==> config.mk <==
export PLATFORM = sky130hd
export DESIGN_NAME = score_display_scan
export DESIGN_NICKNAME = d
export VERILOG_FILES = /design/src/rtl/score_display_scan.sv
export SDC_FILE = /design/constraint.sdc
export NUM_CORES = 1
export LEC_CHECK = 0
export CAP_MARGIN = 10
export CELL_PAD_IN_SITES_DETAIL_PLACEMENT = 1
export CELL_PAD_IN_SITES_GLOBAL_PLACEMENT = 2
export CORE_ASPECT_RATIO = 1.25
export CORE_MARGIN = 2
export CORE_UTILIZATION = 33
export CTS_CLUSTER_DIAMETER = 120
export DETAILED_ROUTE_END_ITERATION = 12
export GPL_TIMING_DRIVEN = 0
export PLACE_DENSITY = 0.9
export SYNTH_ARGS = -nofsm -noshare
export SYNTH_HDL_FRONTEND = slang
export SYNTH_SLANG_ARGS = --single-unit
==> constraint.sdc <==
create_clock -name clk -period 3.9 [get_ports clk]
set_clock_uncertainty 0.2 [all_clocks]
set_input_delay 0.78 -clock clk [delete_from_list [all_inputs] [get_ports clk]]
set_output_delay 0.78 -clock clk [all_outputs]
set_load 0.005 [all_outputs]
==> src/rtl/score_display_scan.sv <==
// score_display_scan: round-robin double-dabble conversion of N_CH binary values
// into registered seven-segment digits with overflow dashes, zero blanking and blink.
module score_display_scan #(
  parameter int N_CH = 3,
  parameter int IN_W = 7,
  parameter int DIGITS = 2,
  parameter bit ACTIVE_LOW = 1
) (
  input  logic                     clk,
  input  logic                     rst,
  input  logic [N_CH*IN_W-1:0]     val,
  input  logic                     blank_lz,
  input  logic [N_CH-1:0]          blink_en,
  input  logic                     blink_tick,
  output logic [N_CH*DIGITS*7-1:0] seg,
  output logic                     frame_done
);
  localparam int CW = N_CH > 1 ? $clog2(N_CH) : 1;
  localparam int KW = $clog2(IN_W + 1);
  localparam int BW = 4 * DIGITS;
  localparam int FW = 7 * DIGITS;
  localparam logic [CW-1:0] LAST = CW'(N_CH - 1);
  localparam logic [6:0] BLANK = ACTIVE_LOW ? 7'h7f : 7'h00;
  typedef enum logic [1:0] {S_LOAD, S_SHIFT, S_STORE} state_t;
  state_t state, state_n;
  logic [CW-1:0] ch;
  logic [IN_W-1:0] shreg;
  logic [BW-1:0] bcd, adj;
  logic [KW-1:0] cnt;
  logic ovf, phase, lead;
  logic [6:0] pat;
  logic [FW-1:0] enc;
  logic [N_CH*FW-1:0] seg_r;

  function automatic logic [6:0] digit7(input logic [3:0] n);
    case (n)
      4'd0: digit7 = 7'b1000000;
      4'd1: digit7 = 7'b1111001;
      4'd2: digit7 = 7'b0100100;
      4'd3: digit7 = 7'b0110000;
      4'd4: digit7 = 7'b0011001;
      4'd5: digit7 = 7'b0010010;
      4'd6: digit7 = 7'b0000010;
      4'd7: digit7 = 7'b1111000;
      4'd8: digit7 = 7'b0000000;
      4'd9: digit7 = 7'b0010000;
      default: digit7 = 7'b1111111;
    endcase
  endfunction

  always_comb begin
    state_n = state == S_LOAD  ? S_SHIFT :
              state == S_STORE ? S_LOAD  :
              cnt == KW'(IN_W - 1) ? S_STORE : S_SHIFT;
  end

  always_comb begin
    adj = bcd;
    for (int d = 0; d < DIGITS; d++)
      adj[d*4 +: 4] = bcd[d*4 +: 4] >= 4'd5 ? bcd[d*4 +: 4] + 4'd3 : bcd[d*4 +: 4];
  end

  // Walk from the top digit down; lead stays set only while every digit so far is zero.
  always_comb begin
    enc = '0;
    pat = '0;
    lead = blank_lz;
    for (int d = DIGITS - 1; d >= 0; d--) begin
      lead = lead && bcd[d*4 +: 4] == 4'd0 && d != 0;
      pat = ovf ? 7'b0111111 : lead ? 7'b1111111 : digit7(bcd[d*4 +: 4]);
      enc[d*7 +: 7] = ACTIVE_LOW ? pat : ~pat;
    end
  end

  always_ff @(posedge clk) begin
    if (rst) begin
      state <= S_LOAD;
      ch <= '0;
      shreg <= '0;
      bcd <= '0;
      cnt <= '0;
      ovf <= 1'b0;
      phase <= 1'b0;
      frame_done <= 1'b0;
      seg_r <= {N_CH*DIGITS{BLANK}};
    end else begin
      state <= state_n;
      phase <= phase ^ blink_tick;
      frame_done <= state == S_STORE && ch == LAST;
      if (state == S_LOAD) begin
        shreg <= val[ch*IN_W +: IN_W];
        bcd <= '0;
        ovf <= 1'b0;
        cnt <= '0;
      end else if (state == S_SHIFT) begin
        ovf <= ovf | adj[BW-1];
        bcd <= {adj[BW-2:0], shreg[IN_W-1]};
        shreg <= shreg << 1;
        cnt <= cnt + 1'b1;
      end else begin
        seg_r[ch*FW +: FW] <= enc;
        ch <= ch == LAST ? '0 : ch + 1'b1;
      end
    end
  end

  always_comb begin
    seg = seg_r;
    for (int c = 0; c < N_CH; c++)
      seg[c*FW +: FW] = phase && blink_en[c] ? {DIGITS{BLANK}} : seg_r[c*FW +: FW];
  end
endmodule
---- Yosys cells after proc, flatten, opt, wreduce, memory -nomap -nowiden ----
Memories as Yosys holds them, arrays and structs flattened. A register that Yosys moved wholly into a read port is not among the register bits.
Cells that the tools add are included.
word-level totals
  flip-flop bits (word level) ............. 67
  bits in latches ......................... 0
  bits in writable memories ............... 0
  ROM bits ................................ 224
  output and inout port bits .............. 43
  logic and storage cells ................. 62
  memories kept ........................... 2
memory list
  name              words  bits a word  rd ports  clocked after memory_dff  wr ports  RTL line  text
  (name not given)  16     7            1         1                         0         36        case (n)
  (name not given)  16     7            1         1                         0         36
cells by class
  add/subtract/negate cells ............... 5
  multiply operators ...................... 2
  divide/modulo/power cells ............... 0
  magnitude comparators ................... 2
  eq/ne operators ......................... 4
  shift-type cells ........................ 3
  muxes and demuxes ....................... 19
  bitwise gates (word level) .............. 4
  reduce and logical (&&, ||, !) cells .... 11
operator list
  kind                                                                       number
  42-bit bitwise mux                                                         1
  14-bit 2-to-1 mux                                                          3
  14-bit by 34-bit variable shift with 42-bit output (first input constant)  1
  14-bit by 34-bit indexed part select with 42-bit output                    1
  7-bit 2-to-1 mux                                                           5
  6-bit negation with 34-bit output                                          1
  4-bit 2-to-1 mux                                                           6
  21-bit by 6-bit indexed part select with 7-bit output                      1
  2-bit by 3-bit multiplier with 5-bit output (second input constant)        2
  4-bit by 2-bit adder with 4-bit output (second input constant)             2
  4-bit by 3-bit >= comparator with 1-bit output (second input constant)     2
  1-bit logical AND                                                          5
  2-bit == test (second input constant)                                      2
  4-bit zero test                                                            1
  2-bit 2-to-1 mux                                                           2
  3-bit by 1-bit adder with 3-bit output (second input constant)             1
  3-bit == test (second input constant)                                      1
  3-bit OR reduction                                                         1
  2-bit by 1-bit adder with 2-bit output (second input constant)             1
  2-bit by 1-bit == test with 1-bit output (second input constant)           1
  2-bit zero test                                                            1
  1-bit 2-to-1 mux                                                           2
  1-bit NOT                                                                  2
  2-bit AND reduction                                                        1
  4 further kinds                                                            4

---- Logic depth before layout (Yosys ltp) ----
Gate-level depths: netlist of run 1.
  depth after elaboration ................. 6
  gate-level depth with buffers ........... 12
  mapped depth without buffers ............ 11

---- Least setup slack after synthesis of run 1 ----
OpenSTA, ideal clock, no wires.
  kind .................................... reg2reg
  start point ............................. reg ch[0]
  end point ............................... reg seg_r[19]
  setup time .............................. 0.122 ns
  data arrival time ....................... 2.657 ns
  data required time ...................... 3.578 ns
  setup slack ............................. 0.921 ns
  cell stages (with the launch flop) ...... 13
  buffers on the path ..................... 6
  period minus slack after synthesis ...... 2.979 ns
  cell sequence ........................... dfxtp_1 buf_2 buf_1 inv_1 clkbuf_1 ha_1 buf_2 buf_2 buf_1 nand2_1 o221ai_1 nand2_1 a221o_1
between the ends
  longest elaborated chain between the ends .. 4
  elaborated cells between the ends (all ways) .. 5
  classes of those cells .................. 1 x add/sub; 1 x mul; 2 x shift; 1 x mux
ends and longest elaborated chain
  what                                                                                                                                  RTL line  text
  start, declared                                                                                                                       26        logic [CW-1:0] ch;
  start signal, assigned                                                                                                                102       ch <= ch == LAST ? '0 : ch + 1'b1;
  2-bit by 3-bit multiplier with 5-bit output (*)                                                                                       101       seg_r[ch*FW +: FW] <= enc;
  6-bit negation with 34-bit output (*)                                                                                                 101
  14-bit by 34-bit indexed part select with 42-bit output / 14-bit by 34-bit variable shift with 42-bit output (equally long branches)  101
  42-bit bitwise mux (*)                                                                                                                101
  end signal, assigned                                                                                                                  85        seg_r <= {N_CH*DIGITS{BLANK}};
  end signal, assigned by index                                                                                                         101
  end, declared                                                                                                                         33        logic [N_CH*FW-1:0] seg_r;
Every way passes the cells marked *; elsewhere a longest branch is shown, timed or not.
A chain may end at the register's enable or synchronous reset.

---- Worst setup path after layout of run 1 ----
  start point ............................. reg ch[0]
  end point ............................... reg seg_r[18]
The elaborated chain is that of the path after synthesis.

==> results of run 1 <==
stage by stage:
| step | std cells | util (%) | instance area [µm²] |
|---|---|---|---|
| after floorplan | 519 | - | 4500 |
| after global placement | 759 | 40.6 | 5400 |
| after detailed placement | 759 | 40.6 | 5400 |
| after CTS | 775 | 43.0 | 5720 |
| after global routing | 775 | 43.1 | 5720 |
| final | 775 | 43.1 | 5720 |
cells in the mapped netlist (all sizes together), types with 2 or more instances:
library cell	n	area [µm²]
dfxtp	81	1620
nand2b	51	319
nand2	40	150
o21ai	34	170
a221o	31	310
inv	29	109
nor2	27	101
a21oi	26	130
ha	22	275
clkbuf	20	75.1
buf	17	88.8
mux2i	10	100
a211oi	9	67.6
mux2	9	101
nor3	9	55.1
nor4	9	77.6
a221oi	8	70.1
and2	8	50.1
a211o	7	61.3
nand3	7	35.0
a21o	5	37.5
o22a	5	43.8
o22ai	5	31.3
or2	5	31.3
or3	5	31.3
a2111oi	4	35.0
a22oi	3	27.5
nor2b	3	18.8
o221ai	3	32.5
a21boi	2	15.0
a2bb2oi	2	17.5
nor3b	2	15.0
nor4bb	2	20.0
o2bb2ai	2	17.5
o31ai	2	15.0
xor2	2	17.5
layout make-up:
class,instances,share of cell area (%)
sequential,81,28.3
timing repair buffer,69,12.1
clock inverter,5,1.40
buffer,37,2.89
inverter,29,1.90
multi-input combinational,372,45.6
tap,171,3.74
clock buffer,11,4.07
per-layer routing:
layer | vias up | GRT usage [%] | wire length [µm]
met4 | 0 | 8.26 | 372
met1 | 2062 | 23.8 | 6000
li1 | 2055 | - | -
met5 | - | 0 | 0
met3 | 20 | 2.41 | 447
met2 | 95 | 36.4 | 7480
worst min-delay path by stage:
stage	startpoint	endpoint	slack, ns	depth (start not counted)
after global routing	shreg[1]	shreg[1]	0.28	2
after detailed placement	seg_r[13]	seg_r[13]	0.25	2
final	shreg[1]	shreg[1]	0.26	2
after CTS	shreg[1]	shreg[1]	0.26	2
after floorplan	seg_r[13]	seg_r[13]	0.22	2
after global placement	seg_r[13]	seg_r[13]	0.24	2
critical path, stage by stage (launching register included):
cell and delay [ns]:
sky130_fd_sc_hd__dfxtp_1 0.37, sky130_fd_sc_hd__buf_2 0.24, sky130_fd_sc_hd__clkbuf_2 0.27, sky130_fd_sc_hd__inv_1 0.08
sky130_fd_sc_hd__clkbuf_1 0.31, sky130_fd_sc_hd__ha_1 0.39, sky130_fd_sc_hd__buf_2 0.20, sky130_fd_sc_hd__buf_2 0.26
sky130_fd_sc_hd__buf_1 0.39, sky130_fd_sc_hd__nand2_1 0.14, sky130_fd_sc_hd__o31ai_1 0.10, sky130_fd_sc_hd__o22ai_1 0.20
sky130_fd_sc_hd__a221o_1 0.39
power by group:
part / leakage [nW] / total [mW] / internal (mW) / switching (mW)
Combinational: 1.33 / 0.176 / 0.0747 / 0.101
Clock: 0.146 / 0.891 / 0.560 / 0.331
Sequential: 0.658 / 0.859 / 0.844 / 0.0148
Total: 2.13 / 1.93 / 1.48 / 0.447
cells by family (layout without fill, tap and decap cells):
family          count (synthesis)  count (layout)  synth area share (%)
flops                          81              81                  36.1
xor+xnor                        3               3                 0.584
fa+ha+maj                      22              22                  6.12
mux                            19              19                  4.48
buf+inv                        66             151                  6.07
simple gates                  172             172                  21.0
compound gates                156             156                  25.7
repair_timing:
item                                    4_1_cts  5_1_grt
pin swaps                                     0        0
endpoints found under the setup margin        2       11
gates resized for setup                       1        1
hold endpoints to repair                      0        0
gates cloned                                  0        0
hold buffers                                  0        0
layout by cell type (no fill, tap or decap), drive strengths merged, types with 4 or more instances in the layout:
master,netlist,final
a2111oi,4,4
a211o,7,7
a211oi,9,9
a21o,5,5
a21oi,26,26
a221o,31,31
a221oi,8,8
and2,8,8
buf,17,16
clkbuf,20,32
clkdlybuf4s50,0,69
dfxtp,81,81
ha,22,22
inv,29,29
mux2,9,9
mux2i,10,10
nand2,40,40
nand2b,51,51
nand3,7,7
nor2,27,27
nor3,9,9
nor4,9,9
o21ai,34,34
o22a,5,5
o22ai,5,5
or2,5,5
or3,5,5
==> run_summary.xml, run 1 <==
<?xml version="1.0" encoding="UTF-8"?>
<metrics>
  <group name="pwr">
    <metric name="static-leakage-power" unit="nW">2.13</metric>
    <metric name="power_density" unit="mW/mm²">337</metric>
    <metric name="ir_worst_vdd" unit="mV">0.209</metric>
    <metric name="post-layout-total-power" unit="mW">1.93</metric>
  </group>
  <group name="floorplanning">
    <metric name="initial_utilization" unit="%">33.8</metric>
    <metric name="io-pin-count" unit="">71</metric>
    <metric name="num_rows" unit="">47</metric>
    <metric name="die_width" unit="µm">108</metric>
    <metric name="die_h" unit="µm">135</metric>
    <metric name="design.die.area" unit="mm²">0.0146</metric>
    <metric name="core" unit="mm²">0.0133</metric>
  </group>
  <group name="worst_setup_path">
    <metric name="setup.worst_path.class" unit="">flip-flop to flip-flop</metric>
    <metric name="startpoint" unit="">ch[0]</metric>
    <metric name="r2r_start" unit="">ch[0]</metric>
    <metric name="worst-endpoint-required" unit="ns">3.91</metric>
    <metric name="regToRegEndpoint" unit="">seg_r[18]</metric>
    <metric name="crit_path_end_kind" unit="">flip-flop</metric>
    <metric name="crit_path_max_fanout" unit="">12</metric>
    <metric name="r2r_slack" unit="ns">0.24</metric>
    <metric name="critical_path_arrival" unit="ns">3.67</metric>
    <metric name="worstRegToRegCells" unit="">12</metric>
    <metric name="crit_end" unit="">seg_r[18]</metric>
    <metric name="setup.worst_path.start_class" unit="">flip-flop</metric>
  </group>
  <group name="grt">
    <metric name="grt_first_pass_wirelength" unit="µm">23000</metric>
    <metric name="grt_start_max_net_pins" unit="">14</metric>
    <metric name="initial_antenna_violation_count" unit="">0</metric>
    <metric name="grtUsageTotal" unit="%">20.1</metric>
    <metric name="via_count_of_the_first_global_routing_pass" unit="">4398</metric>
    <metric name="grt_remaining_overflow" unit="">0</metric>
  </group>
  <group name="timing">
    <metric name="final_max_slew_viol_count" unit="">0</metric>
    <metric name="timing.max_slew.rel_slack" unit="%">44.4</metric>
    <metric name="hold-worst-slack" unit="ns">0.259</metric>
    <metric name="finalHoldViolations" unit="">0</metric>
    <metric name="setup_viol" unit="">0</metric>
    <metric name="finalWorstPathRequiredPeriod" unit="ns">3.66</metric>
    <metric name="transition_at_the_pin_with_the_smallest_max_transition_slack" unit="ns">0.813</metric>
    <metric name="timing.fmax" unit="MHz">273</metric>
    <metric name="final_worst_path_cycle_share" unit="%">93.8</metric>
    <metric name="timing.setup.tns" unit="ns">0</metric>
    <metric name="grt_setup_unrepaired" unit="">false</metric>
    <metric name="setup_slack" unit="ns">0.242</metric>
  </group>
  <group name="layout">
    <metric name="flow.area_growth_from_synthesis" unit="%">27.2</metric>
    <metric name="multiInputGateArea" unit="mm²">0.00261</metric>
    <metric name="final_net_count" unit="">649</metric>
    <metric name="fraction_of_layout_instances_using_a_drive_strength_above_1" unit="%">8.44</metric>
    <metric name="n_antenna_cell" unit="">0</metric>
    <metric name="seq_area" unit="mm²">0.00162</metric>
    <metric name="fill_cells" unit="">1583</metric>
  </group>
  <group name="detailed_routing">
    <metric name="route.final.wire_length" unit="µm">14300</metric>
    <metric name="drt_first_iter_violations" unit="">187</metric>
    <metric name="detail-route-antenna-nets" unit="">0</metric>
    <metric name="detail_route.drc_violations" unit="">0</metric>
    <metric name="vias" unit="">4232</metric>
    <metric name="detail_route.first_pass.iterations" unit="">5</metric>
    <metric name="wl_per_cell" unit="µm">18.5</metric>
    <metric name="vias_per_cell" unit="">5.46</metric>
  </group>
  <group name="synth">
    <metric name="ys.flop_type" unit="">sky130_fd_sc_hd__dfxtp_1</metric>
    <metric name="yosysUniqueCellTypes" unit="">59</metric>
    <metric name="postSynthAreaPerCell" unit="µm²">8.66</metric>
    <metric name="synth.yosys.warnings" unit="">0</metric>
    <metric name="synth_edf_count" unit="">0</metric>
    <metric name="synth_nets" unit="">569</metric>
    <metric name="async_reset_ff_share" unit="%">0</metric>
    <metric name="synthesis.area" unit="mm²">0.00450</metric>
    <metric name="synth_seq_cells" unit="">81</metric>
    <metric name="synth-seq-area-share" unit="%">36.1</metric>
    <metric name="netlist_instances" unit="">519</metric>
  </group>
  <group name="job">
    <metric name="drv_cap" unit="">0</metric>
  </group>
  <group name="place">
    <metric name="place_worst_setup_slack" unit="ns">0.0949</metric>
    <metric name="buffer_ports.inserted" unit="">69</metric>
    <metric name="gp_congestion" unit="">0.918</metric>
    <metric name="detailedPlacementHpwl" unit="µm">10900</metric>
  </group>
  <group name="clock_network">
    <metric name="path_clk_slew" unit="ns">0.06</metric>
    <metric name="post_cts_buffers" unit="">0</metric>
    <metric name="tritoncts_num_sinks" unit="">81</metric>
    <metric name="tritoncts_clock_tree" unit="">built</metric>
    <metric name="ctsLongestPathBuffers" unit="">2</metric>
    <metric name="cts_root_buffer" unit="">sky130_fd_sc_hd__clkbuf_16</metric>
    <metric name="cts.htree.levels" unit="">3</metric>
    <metric name="cts_made_buffers" unit="">9</metric>
    <metric name="clk_latency" unit="ns">0.33</metric>
  </group>
  <group name="outcome">
    <metric name="status" unit="">finished, final reports clean</metric>
  </group>
  <group name="min_path">
    <metric name="timing.hold.worst.class" unit="">flip-flop to flip-flop</metric>
  </group>
</metrics>
No activity file was read; power rests on OpenSTA's default activity.
==> run 2: changes to the inputs <==
--- a/config.mk
+++ b/config.mk
@@ -15,6 +15,7 @@
 export DETAILED_ROUTE_END_ITERATION = 12
 export GPL_TIMING_DRIVEN = 0
 export PLACE_DENSITY = 0.9
+export SKIP_LAST_GASP = 1
 export SYNTH_ARGS = -nofsm -noshare
 export SYNTH_HDL_FRONTEND = slang
 export SYNTH_SLANG_ARGS = --single-unit
==> results of run 2 <==
No change in the layout: final DEF, timing and power equal those of run 1.
